--- config.mk ---
export PLATFORM = sky130hd
export DESIGN_NAME = if_id_queue
export DESIGN_NICKNAME = d
export VERILOG_FILES = /design/src/rtl/isa_consts.sv /design/src/rtl/ifq_entry.sv /design/src/rtl/if_id_queue.sv
export SDC_FILE = /design/constraint.sdc
export NUM_CORES = 1
export LEC_CHECK = 0
export ABC_CLOCK_PERIOD_IN_PS = 4900
export CAP_MARGIN = 20
export CORE_MARGIN = 2
export CORE_UTILIZATION = 40
export CTS_CLUSTER_DIAMETER = 150
export DETAILED_ROUTE_END_ITERATION = 6
export GPL_TIMING_DRIVEN = 0
export HOLD_SLACK_MARGIN = 0.05
export PLACE_DENSITY = 0.7
export SETUP_SLACK_MARGIN = 0.4
export SLEW_MARGIN = 20
export SYNTH_ARGS = -nofsm -noshare
export SYNTH_HDL_FRONTEND = slang
export SYNTH_SLANG_ARGS = --single-unit
--- constraint.sdc ---
create_clock -name clk -period 4.9 [get_ports clk]
set_clock_uncertainty 0.1 [all_clocks]
set_input_delay 1.225 -clock clk [delete_from_list [all_inputs] [get_ports clk]]
set_output_delay 1.225 -clock clk [all_outputs]
set_load 0.03 [all_outputs]
--- src/rtl/isa_consts.sv ---
// rtl/isa_consts.sv - shared ISA constants, IF/ID queue entry type and HALT decode helper
package isa_consts;

    localparam logic [15:0] NOP_INSTR   = 16'h0800;
    localparam logic [4:0]  HALT_OPCODE = 5'b00000;
    localparam int          IFQ_DEPTH   = 2;
    localparam int          IFQ_ENTRY_W = 48;

    typedef struct packed {
        logic [15:0] instr;
        logic [15:0] pc;
        logic [15:0] pc_2;
    } ifq_entry_t;

    function automatic logic is_halt(input logic [15:0] instr);
        return instr[15:11] == HALT_OPCODE;
    endfunction

endpackage

--- src/rtl/ifq_entry.sv ---
// rtl/ifq_entry.sv - one 48-bit queue slot register with write enable
// Ports: clk, rst (async active-high), we (load d), d/q 48-bit slot contents.
module ifq_entry
    import isa_consts::*;
(
    input  logic                   clk,
    input  logic                   rst,
    input  logic                   we,
    input  logic [IFQ_ENTRY_W-1:0] d,
    output logic [IFQ_ENTRY_W-1:0] q
);

    always_ff @(posedge clk or posedge rst) begin
        if (rst) begin
            q <= '0;
        end else if (we) begin
            q <= d;
        end
    end

endmodule

--- src/rtl/if_id_queue.sv ---
// rtl/if_id_queue.sv - two-entry fetch-to-decode queue with HALT stop, flush and overflow error
// Ports: clk, rst (async active-high); fetch side instruction/curr_PC/PC_2_in/fetch_valid,
// fetch_enable back-pressure; decode side decode_ready, instr_out/PC_out/PC_2_out/valid_out;
// flush, halted (sticky), err (push attempted while blocked).
// Optional: IFQ_PERF_CNT_EN adds stall_cnt and flush_cnt saturating counters.
module if_id_queue
    import isa_consts::*;
(
    input  logic        clk,
    input  logic        rst,
    input  logic [15:0] instruction,
    input  logic [15:0] curr_PC,
    input  logic [15:0] PC_2_in,
    input  logic        fetch_valid,
    input  logic        decode_ready,
    input  logic        flush,
    output logic        fetch_enable,
    output logic [15:0] instr_out,
    output logic [15:0] PC_out,
    output logic [15:0] PC_2_out,
    output logic        valid_out,
    output logic        halted,
`ifdef IFQ_PERF_CNT_EN
    output logic [15:0] stall_cnt,
    output logic [15:0] flush_cnt,
`endif
    output logic        err
);

    logic [1:0]  count;
    logic        wr_ptr;
    logic        rd_ptr;
    logic        push;
    logic        pop;
    ifq_entry_t  wr_entry;
    ifq_entry_t  head;
    logic [IFQ_ENTRY_W-1:0] slot_q [IFQ_DEPTH];

    // fetch_enable depends on registered state only, so fetch never sees a
    // combinational path from decode_ready or flush.
    assign fetch_enable = (count < 2'(IFQ_DEPTH)) && !halted;
    assign valid_out    = (count != 2'd0);
    assign err          = fetch_valid && !fetch_enable;

    // flush wins over both push and pop.
    assign push = fetch_valid && fetch_enable && !flush;
    assign pop  = decode_ready && valid_out && !flush;

    assign wr_entry = '{instr: instruction, pc: curr_PC, pc_2: PC_2_in};

    for (genvar i = 0; i < IFQ_DEPTH; i++) begin : g_slot
        ifq_entry u_entry (
            .clk (clk),
            .rst (rst),
            .we  (push && (wr_ptr == 1'(i))),
            .d   (wr_entry),
            .q   (slot_q[i])
        );
    end

    always_ff @(posedge clk or posedge rst) begin
        if (rst) begin
            count  <= 2'd0;
            wr_ptr <= 1'b0;
            rd_ptr <= 1'b0;
            halted <= 1'b0;
        end else if (flush) begin
            count  <= 2'd0;
            wr_ptr <= 1'b0;
            rd_ptr <= 1'b0;
            halted <= 1'b0;
        end else begin
            if (push) begin
                wr_ptr <= ~wr_ptr;
            end
            if (pop) begin
                rd_ptr <= ~rd_ptr;
            end
            case ({push, pop})
                2'b10:   count <= count + 2'd1;
                2'b01:   count <= count - 2'd1;
                default: count <= count;
            endcase
            if (push && is_halt(instruction)) begin
                halted <= 1'b1;
            end
        end
    end

    // Empty queue presents a NOP so decode can run freely without gating.
    always_comb begin
        head = ifq_entry_t'(slot_q[rd_ptr]);
        if (valid_out) begin
            instr_out = head.instr;
            PC_out    = head.pc;
            PC_2_out  = head.pc_2;
        end else begin
            instr_out = NOP_INSTR;
            PC_out    = 16'h0000;
            PC_2_out  = 16'h0000;
        end
    end

`ifdef IFQ_PERF_CNT_EN
    always_ff @(posedge clk or posedge rst) begin
        if (rst) begin
            stall_cnt <= 16'h0000;
            flush_cnt <= 16'h0000;
        end else begin
            if (!fetch_enable && stall_cnt != 16'hFFFF) begin
                stall_cnt <= stall_cnt + 16'd1;
            end
            if (flush && valid_out && flush_cnt != 16'hFFFF) begin
                flush_cnt <= flush_cnt + 16'd1;
            end
        end
    end
`endif

endmodule

* Yosys cells after proc, flatten, opt, wreduce, memory -nomap -nowiden
Cells that the tools add are included.
** Storage, ports and cells
- Flip-flop bits (word level) :: 101
- Output and inout bits :: 52
** Operators by class
- $add $sub $neg :: 2
- Order comparisons :: 2
- Eq/ne operators :: 2
- Muxes and demuxes :: 14
- Bitwise operators :: 3
- Reductions and logical operators :: 18
** Operators with widths (number)
- $mux 48 :: 3
- $mux 16 :: 3
- $logic_and 1x1->1 :: 9
- $reduce_bool 2->1 :: 4
- $mux 1 :: 6
- $logic_not 5->1 :: 1
- $pmux 2 s2 :: 1
- $logic_not 1->1 :: 3
- $reduce_bool 3->1 :: 1
- $add 2x1->2 const B :: 1
- $eq 2x1->1 const B :: 1
- $eq 2x2->1 const B :: 1
- $ge 2x2->1 const B :: 1
- $lt 2x2->1 const B :: 1
- $mux 2 :: 1
- $not 1->1 :: 2
- $not 1->2 :: 1
- $sub 2x1->2 const B :: 1

* Logic depth before layout (Yosys ltp)
Gate-level depths: netlist (run 1).
- Word-level depth :: 7
- Mapped depth :: 5

* Hierarchy
From an unflattened synthesis (run 1), not the netlist that was laid out.
** Unflattened totals
- Cells, all modules :: 344
- Area, all modules :: 4769.6 um2
** By module, submodules not included
- ifq_entry :: times used 2, cells each 102, area an instance 1864.3 um2
- if_id_queue :: times used 1, cells each 140, area an instance 1041.0 um2

* Least setup slack after synthesis (run 1)
Ideal clock, no wire load.
- Path kind :: input to output
- Start :: in fetch_valid
- End :: out err
- Data arrival time :: 1.680 ns
- Required time :: 3.575 ns
- Slack :: 1.895 ns
- Stages on the path :: 1
- Buffers on the path :: 0
- Cells stage by stage :: nor2b_1
** On the way
- Longest elaborated chain between the ends :: 1
** Ends and longest elaborated chain
- start: declaration :: RTL line if_id_queue.sv:14 : input logic fetch_valid,
- $logic_and 1x1->1 :: RTL line if_id_queue.sv:43 : assign err = fetch_valid && !fetch_enable;
- end: declaration :: RTL line if_id_queue.sv:27 : output logic err
No other way between the ends.

* Final worst setup path (run 1)
- Start :: reg count[1]
- End :: out PC_out[14]
** On the way
- Longest elaborated chain between the ends :: 2
** Ends and longest elaborated chain
- start: declaration :: RTL line if_id_queue.sv:30 : logic [1:0] count;
- start signal: assignment :: RTL line if_id_queue.sv:80 : 2'b10: count <= count + 2'd1;
- start signal: assignment :: RTL line if_id_queue.sv:81 : 2'b01: count <= count - 2'd1;
- start signal: assignment :: RTL line if_id_queue.sv:82 : default: count <= count;
- $reduce_bool 2->1 :: RTL line if_id_queue.sv:42 : assign valid_out = (count != 2'd0);
- $mux 16 :: RTL line if_id_queue.sv:93 : if (valid_out) begin
- end: declaration :: RTL line if_id_queue.sv:19 : output logic [15:0] PC_out,
No other way between the ends.

==> results.json, run 1 <==
{
  "worst_pin_slew_ps": 824,
  "worst_slack_ps": 931,
  "drc": 0,
  "hpwl_mm": 6.73,
  "die-width_um": 111,
  "htree_levels": 3,
  "cts_inserted_buffers": 9,
  "synth-main-ff-cell": "dfrtp_1",
  "final_cell_mix": "104 x clkdlybuf4s50_1, 101 x dfrtp_1, 96 x mux2_2",
  "cts.sinks": 101,
  "cts_hold_buf": 0,
  "vias": 2985,
  "yosys-top-cells-area": "dfrtp_1 55%, mux2_2 24%, mux2i_1 11%",
  "clock_path_buffers": 2,
  "clk_pin_slew_worst_paths_ps": 60,
  "rsz0062_at_grt": "no",
  "wl_per_cell_um": 16.0,
  "die_h_um": 111,
  "crit_path_start_kind": "register",
  "status": "completed",
  "synth_edf_count": 0,
  "instances_no_fill": 599,
  "syn_nets": 392,
  "slowest_delay_ps": 620,
  "synth_top_area_share": 0.554,
  "layout_commonest_cell": "clkdlybuf4s50_1",
  "dr.pass1.iters": 4,
  "postRouteWirelength_mm": 9.60,
  "netlist_area_mm2": 0.00456,
  "layout-drive-gt1-share": 0.281,
  "place_inst": 584,
  "syn_inst": 339,
  "finalSetupViolCount": 0,
  "drtIter0Drc": 81,
  "coreArea_mm2": 0.0110,
  "max_cap_violations": 0,
  "cp_max_fo": 10,
  "drv_slew": 0,
  "cp.required_ps": 3580,
  "grt_overflow": 0,
  "maxSlewHeadroom": 0.451,
  "layout_worst_path_cycle_share": 0.810,
  "postRouteAntennaNets": 0,
  "min_path_type": "reg -> reg",
  "arrival_ps": 2640,
  "port_buffers": 104,
  "ys_async_sr_fraction": 1.00,
  "fin_nets": 508,
  "multi_input_area_mm2": 0.00189,
  "cellLeakagePower_nw": 2.50,
  "dp_slack_ps": 973,
  "avgSynthCellArea_um2": 13.5,
  "path_cells": "nor2_1 > clkbuf_1 > clkbuf_1 > nor2_1 > clkdlybuf4s50_1",
  "ios": 105,
  "post_cts_resized": 0,
  "die-area_mm2": 0.0123,
  "place_congestion": 0.751,
  "fillers": 980,
  "grt_usage": 0.162,
  "p_per_area_mw_per_mm2": 431,
  "ys_types": 23,
  "row_count": 38,
  "yosysTopAreaCell": "dfrtp_1",
  "cts_tree": "done",
  "cp_slowest_cell": "clkdlybuf4s50_1",
  "worst_setup_path_end_kind": "output pin",
  "ys_seq_area_frac": 0.554,
  "via_per_inst": 4.98,
  "ir_worst_vdd_v": 0.000191,
  "grt_pass1_vias": 3211,
  "start_util": 0.415,
  "yosys_register_bits": 101,
  "path_class": "reg -> out",
  "syn_to_final_growth_pct": 34.0,
  "ys_warn_count": 0,
  "cts_setup_buffers": 0,
  "grt_max_degree": 70,
  "diodes": 0,
  "place_area_mm2": 0.00581,
  "cts-root-buf": "clkbuf_16",
  "hold_viol_final": 0,
  "clk_latency_ps": 330,
  "fin_crit_ps": 3970,
  "grt_antenna_before_repair": 0,
  "grt_pass1_wl_mm": 16.0,
  "seq_area_mm2": 0.00253,
  "stdcell_area_mm2": 0.00611,
  "fmax_ghz": 0.252
}
[flip-flops by register name, summed over array words and instances (netlist names)]
signal and flops:
wr_ptr 1, g_slot.u_entry.q 96, rd_ptr 1, count 2, halted 1
[synth_stat cells, drive strengths merged, types with 2 or more instances]
cell type	number
a21oi	3
buf	14
clkbuf	7
dfrtp	101
inv	3
mux2	96
mux2i	48
nand2	2
nor2	52
nor3b	2
o21ai	2
[kinds of logic (layout without fill, tap and decap cells)]
family / after synthesis / in the layout / share of synthesized area
buf+inv: 24 / 144 / 0.0315
xor+xnor: 2 / 2 / 0.00384
compound gates: 7 / 7 / 0.00905
mux: 144 / 144 / 0.342
simple gates: 61 / 61 / 0.0592
flops: 101 / 101 / 0.554
[stage by stage]
| step | power, mW | hold WS [ps] | setup TNS [ps] | utilization |
|---|---|---|---|---|
| detailed placement | 1.95 | 394 | 0 | 0.529 |
| global route | 2.79 | 414 | 0 | 0.556 |
| floorplan | 1.69 | 379 | 0 | - |
| finish | 2.64 | 403 | 0 | 0.556 |
| global placement | 1.92 | 387 | -50500 | 0.526 |
| CTS | 2.67 | 408 | 0 | 0.556 |
[worst max-delay path: cells and delay by family, from the launching register on]
family / cells / cell delay (ps)
buf+inv: 3 / 1510
flops: 1 / 460
simple gates: 2 / 340
[worst paths after layout]
path | startpoint | endpoint | slack, ps | cells after the start
setup / recovery | count[1] | PC_out[14] | 930 | 5
hold / removal | g_slot[1].u_entry.q[5] | g_slot[1].u_entry.q[5] | 400 | 1
max in group asynchronous | rst | g_slot[1].u_entry.q[45] | 2920 | 3
hold reg to reg | g_slot[1].u_entry.q[5] | g_slot[1].u_entry.q[5] | 400 | 1
min in group asynchronous | rst | g_slot[0].u_entry.q[10] | 1150 | 2
setup reg to reg | count[1] | g_slot[0].u_entry.q[14] | 2850 | 5
[area by class of cell]
cell class / instances / area share
buffer: 21 / 0.0217
clock buffer: 11 / 0.0414
clock inverter: 4 / 0.00778
inverter: 3 / 0.00266
multi-input combinational: 214 / 0.309
sequential: 101 / 0.414
tap: 140 / 0.0287
timing repair buffer: 105 / 0.175
[routing by layer]
layer / part of all wire / wire length (um) / vias to the layer above / track usage
met5: 0 / 0 / - / 0
met4: 0.0045 / 43 / 0 / 0.0300
met3: 0.061 / 584 / 5 / 0.0530
met2: 0.48 / 4630 / 73 / 0.269
met1: 0.45 / 4340 / 1501 / 0.208
li1: - / - / 1406 / -
[where the power goes]
part / leakage, nW / switching [mW] / internal [mW]
clock network: 0.147 / 0.290 / 0.419
logic: 1.15 / 0.338 / 0.401
registers: 1.21 / 0.114 / 1.07
total: 2.50 / 0.742 / 1.89
Power figures use the tool's default switching activity.
==> inputs of run 2 (changes only) <==
- ABC_CLOCK_PERIOD_IN_PS: 4900 -> 3600
- PLACE_DENSITY: 0.7 -> 0.73
- clock period: 4.9 -> 3.6 ns (I/O delays scaled with it)
==> results.json, run 2 (synthesized netlist as in run 1, its figures left out) <==
{
  "stdcell_area_mm2": 0.00616,
  "critPathBufInv": 2,
  "die_h_um": 111,
  "crit_top_cell": "nor2_1",
  "path_cells": "nor2_1 > clkbuf_2 > nor2_1 > clkdlybuf4s50_1",
  "clk_latency_ps": 340,
  "cp_num_cells": 4,
  "intPower_mw": 2.64,
  "ios": 105,
  "postRouteAntennaNets": 0,
  "layout_commonest_cell": "dfrtp_1",
  "crit_start": "count[1]",
  "rsz0062_at_grt": "yes",
  "layout_worst_path_cycle_share": 0.855,
  "grt_overflow": 0,
  "ir_worst_vdd_v": 0.000328,
  "worst_pin_slew_ps": 369,
  "finalSetupViolCount": 0,
  "p_sw_mw": 1.02,
  "dr_wl_met3_um": 640,
  "via_per_inst": 5.06,
  "cellLeakagePower_nw": 2.63,
  "r2r-end": "g_slot[0].u_entry.q[5]",
  "setup_tns_ps": 0,
  "final_cell_mix": "101 x dfrtp_1, 96 x mux2_2, 82 x clkdlybuf4s50_1",
  "start_util": 0.415,
  "grt_pass1_wl_mm": 16.6,
  "clock_path_buffers": 2,
  "vias": 3046,
  "largest_reg_flops": 96,
  "coreArea_mm2": 0.0110,
  "combinationalPowerShare": 0.271,
  "postRouteWirelength_mm": 9.84,
  "reg_top3": "g_slot.u_entry.q x96, count x2",
  "clkPwrFrac": 0.287,
  "wl_met2_mm": 4.70,
  "worst_slack_ps": 523,
  "diodes": 0,
  "cp_slowest_cell": "clkdlybuf4s50_1",
  "p_total_mw": 3.66,
  "place_inst": 586,
  "syn_to_final_growth_pct": 35.1,
  "place_congestion": 0.709,
  "arrival_ps": 2080,
  "hpwl_mm": 6.84,
  "dp_slack_ps": 255,
  "cp.required_ps": 2600,
  "cts.sinks": 101,
  "fin_nets": 510,
  "worst_setup_path_end_kind": "output pin",
  "hold_viol_final": 0,
  "cp_top_family": "buffers and inverters",
  "slowest_delay_ps": 690,
  "seqPwrFrac": 0.442,
  "cts_tree": "done",
  "min_path_type": "reg -> reg",
  "instances_no_fill": 602,
  "drtIter0Drc": 117,
  "grt_usage": 0.169,
  "cts_hold_buf": 0,
  "drv_slew": 0,
  "r2r-start": "count[1]",
  "wl_per_cell_um": 16.4,
  "grt_max_degree": 36,
  "fmax_ghz": 0.325,
  "wl_met1_mm": 4.37,
  "maxUsedRoutingLayer": "met4",
  "drc": 0,
  "status": "completed",
  "cts_inserted_buffers": 9,
  "p_per_area_mw_per_mm2": 594,
  "r2r_setup_slack_ps": 1530,
  "dr.pass1.iters": 4,
  "clk_pin_slew_worst_paths_ps": 70,
  "crit_path_start_kind": "register",
  "reg2reg_depth": 5,
  "place_area_mm2": 0.00584,
  "layout-drive-gt1-share": 0.297,
  "whs_ps": 403,
  "max_cap_violations": 0,
  "cp_max_fo": 10,
  "cts-root-buf": "clkbuf_16",
  "die-width_um": 111,
  "htree_levels": 3,
  "row_count": 38,
  "port_buffers": 104,
  "fin_util": 0.561,
  "grt_pass1_vias": 3304,
  "swShare": 0.280,
  "path_class": "reg -> out",
  "fin_crit_ps": 3080,
  "die-area_mm2": 0.0123,
  "critPathCapture": "instr_out[14]",
  "top_register": "g_slot.u_entry.q",
  "grt_antenna_before_repair": 0,
  "maxSlewHeadroom": 0.754
}
[run 2: per-layer routing]
layer  GRT usage  vias to the layer above
li1            -                     1413
met1       0.214                     1540
met2       0.276                       82
met3      0.0487                       11
met4      0.0617                        0
met5           0                        -
[run 2: worst min path at each step]
stage	start	depth (start not counted)	slack [ps]	end
floorplan	g_slot[1].u_entry.q[0]	1	380	g_slot[1].u_entry.q[0]
global placement	g_slot[1].u_entry.q[5]	1	390	g_slot[1].u_entry.q[5]
detailed placement	g_slot[1].u_entry.q[40]	1	390	g_slot[1].u_entry.q[40]
CTS	g_slot[1].u_entry.q[42]	1	410	g_slot[1].u_entry.q[42]
global route	g_slot[1].u_entry.q[25]	1	420	g_slot[1].u_entry.q[25]
finish	g_slot[1].u_entry.q[25]	1	400	g_slot[1].u_entry.q[25]
[run 2: repair_timing]
action | CTS | global route
setup buffers | 0 | 0
setup endpoints to repair | 50 | 3
resized for setup | 32 | 2
[run 2: area by class of cell]
type / instances / area, um2
Timing Repair Buffer: 107 / 1070
Multi-Input combinational cell: 214 / 1890
Clock inverter: 4 / 70.1
Buffer: 21 / 155
Inverter: 3 / 15.0
Fill cell: 982 / 4820
Tap cell: 140 / 175
Clock buffer: 12 / 256
Sequential cell: 101 / 2530
[run 2: power by group through the flow]
stage	Combinational, mW	Sequential (mW)	Clock, mW
2_1_floorplan	0.703	1.59	0
3_3_place_gp	0.992	1.62	0
3_5_place_dp	1.02	1.64	0
4_1_cts	1.01	1.62	1.08
5_1_grt	1.07	1.66	1.13
6_report	0.992	1.62	1.05
==> inputs of run 3 (changes only) <==
- CTS_CLUSTER_SIZE: unset -> 25
==> results of run 3 <==
Final layout, timing and power as in run 2 (identical DEF).
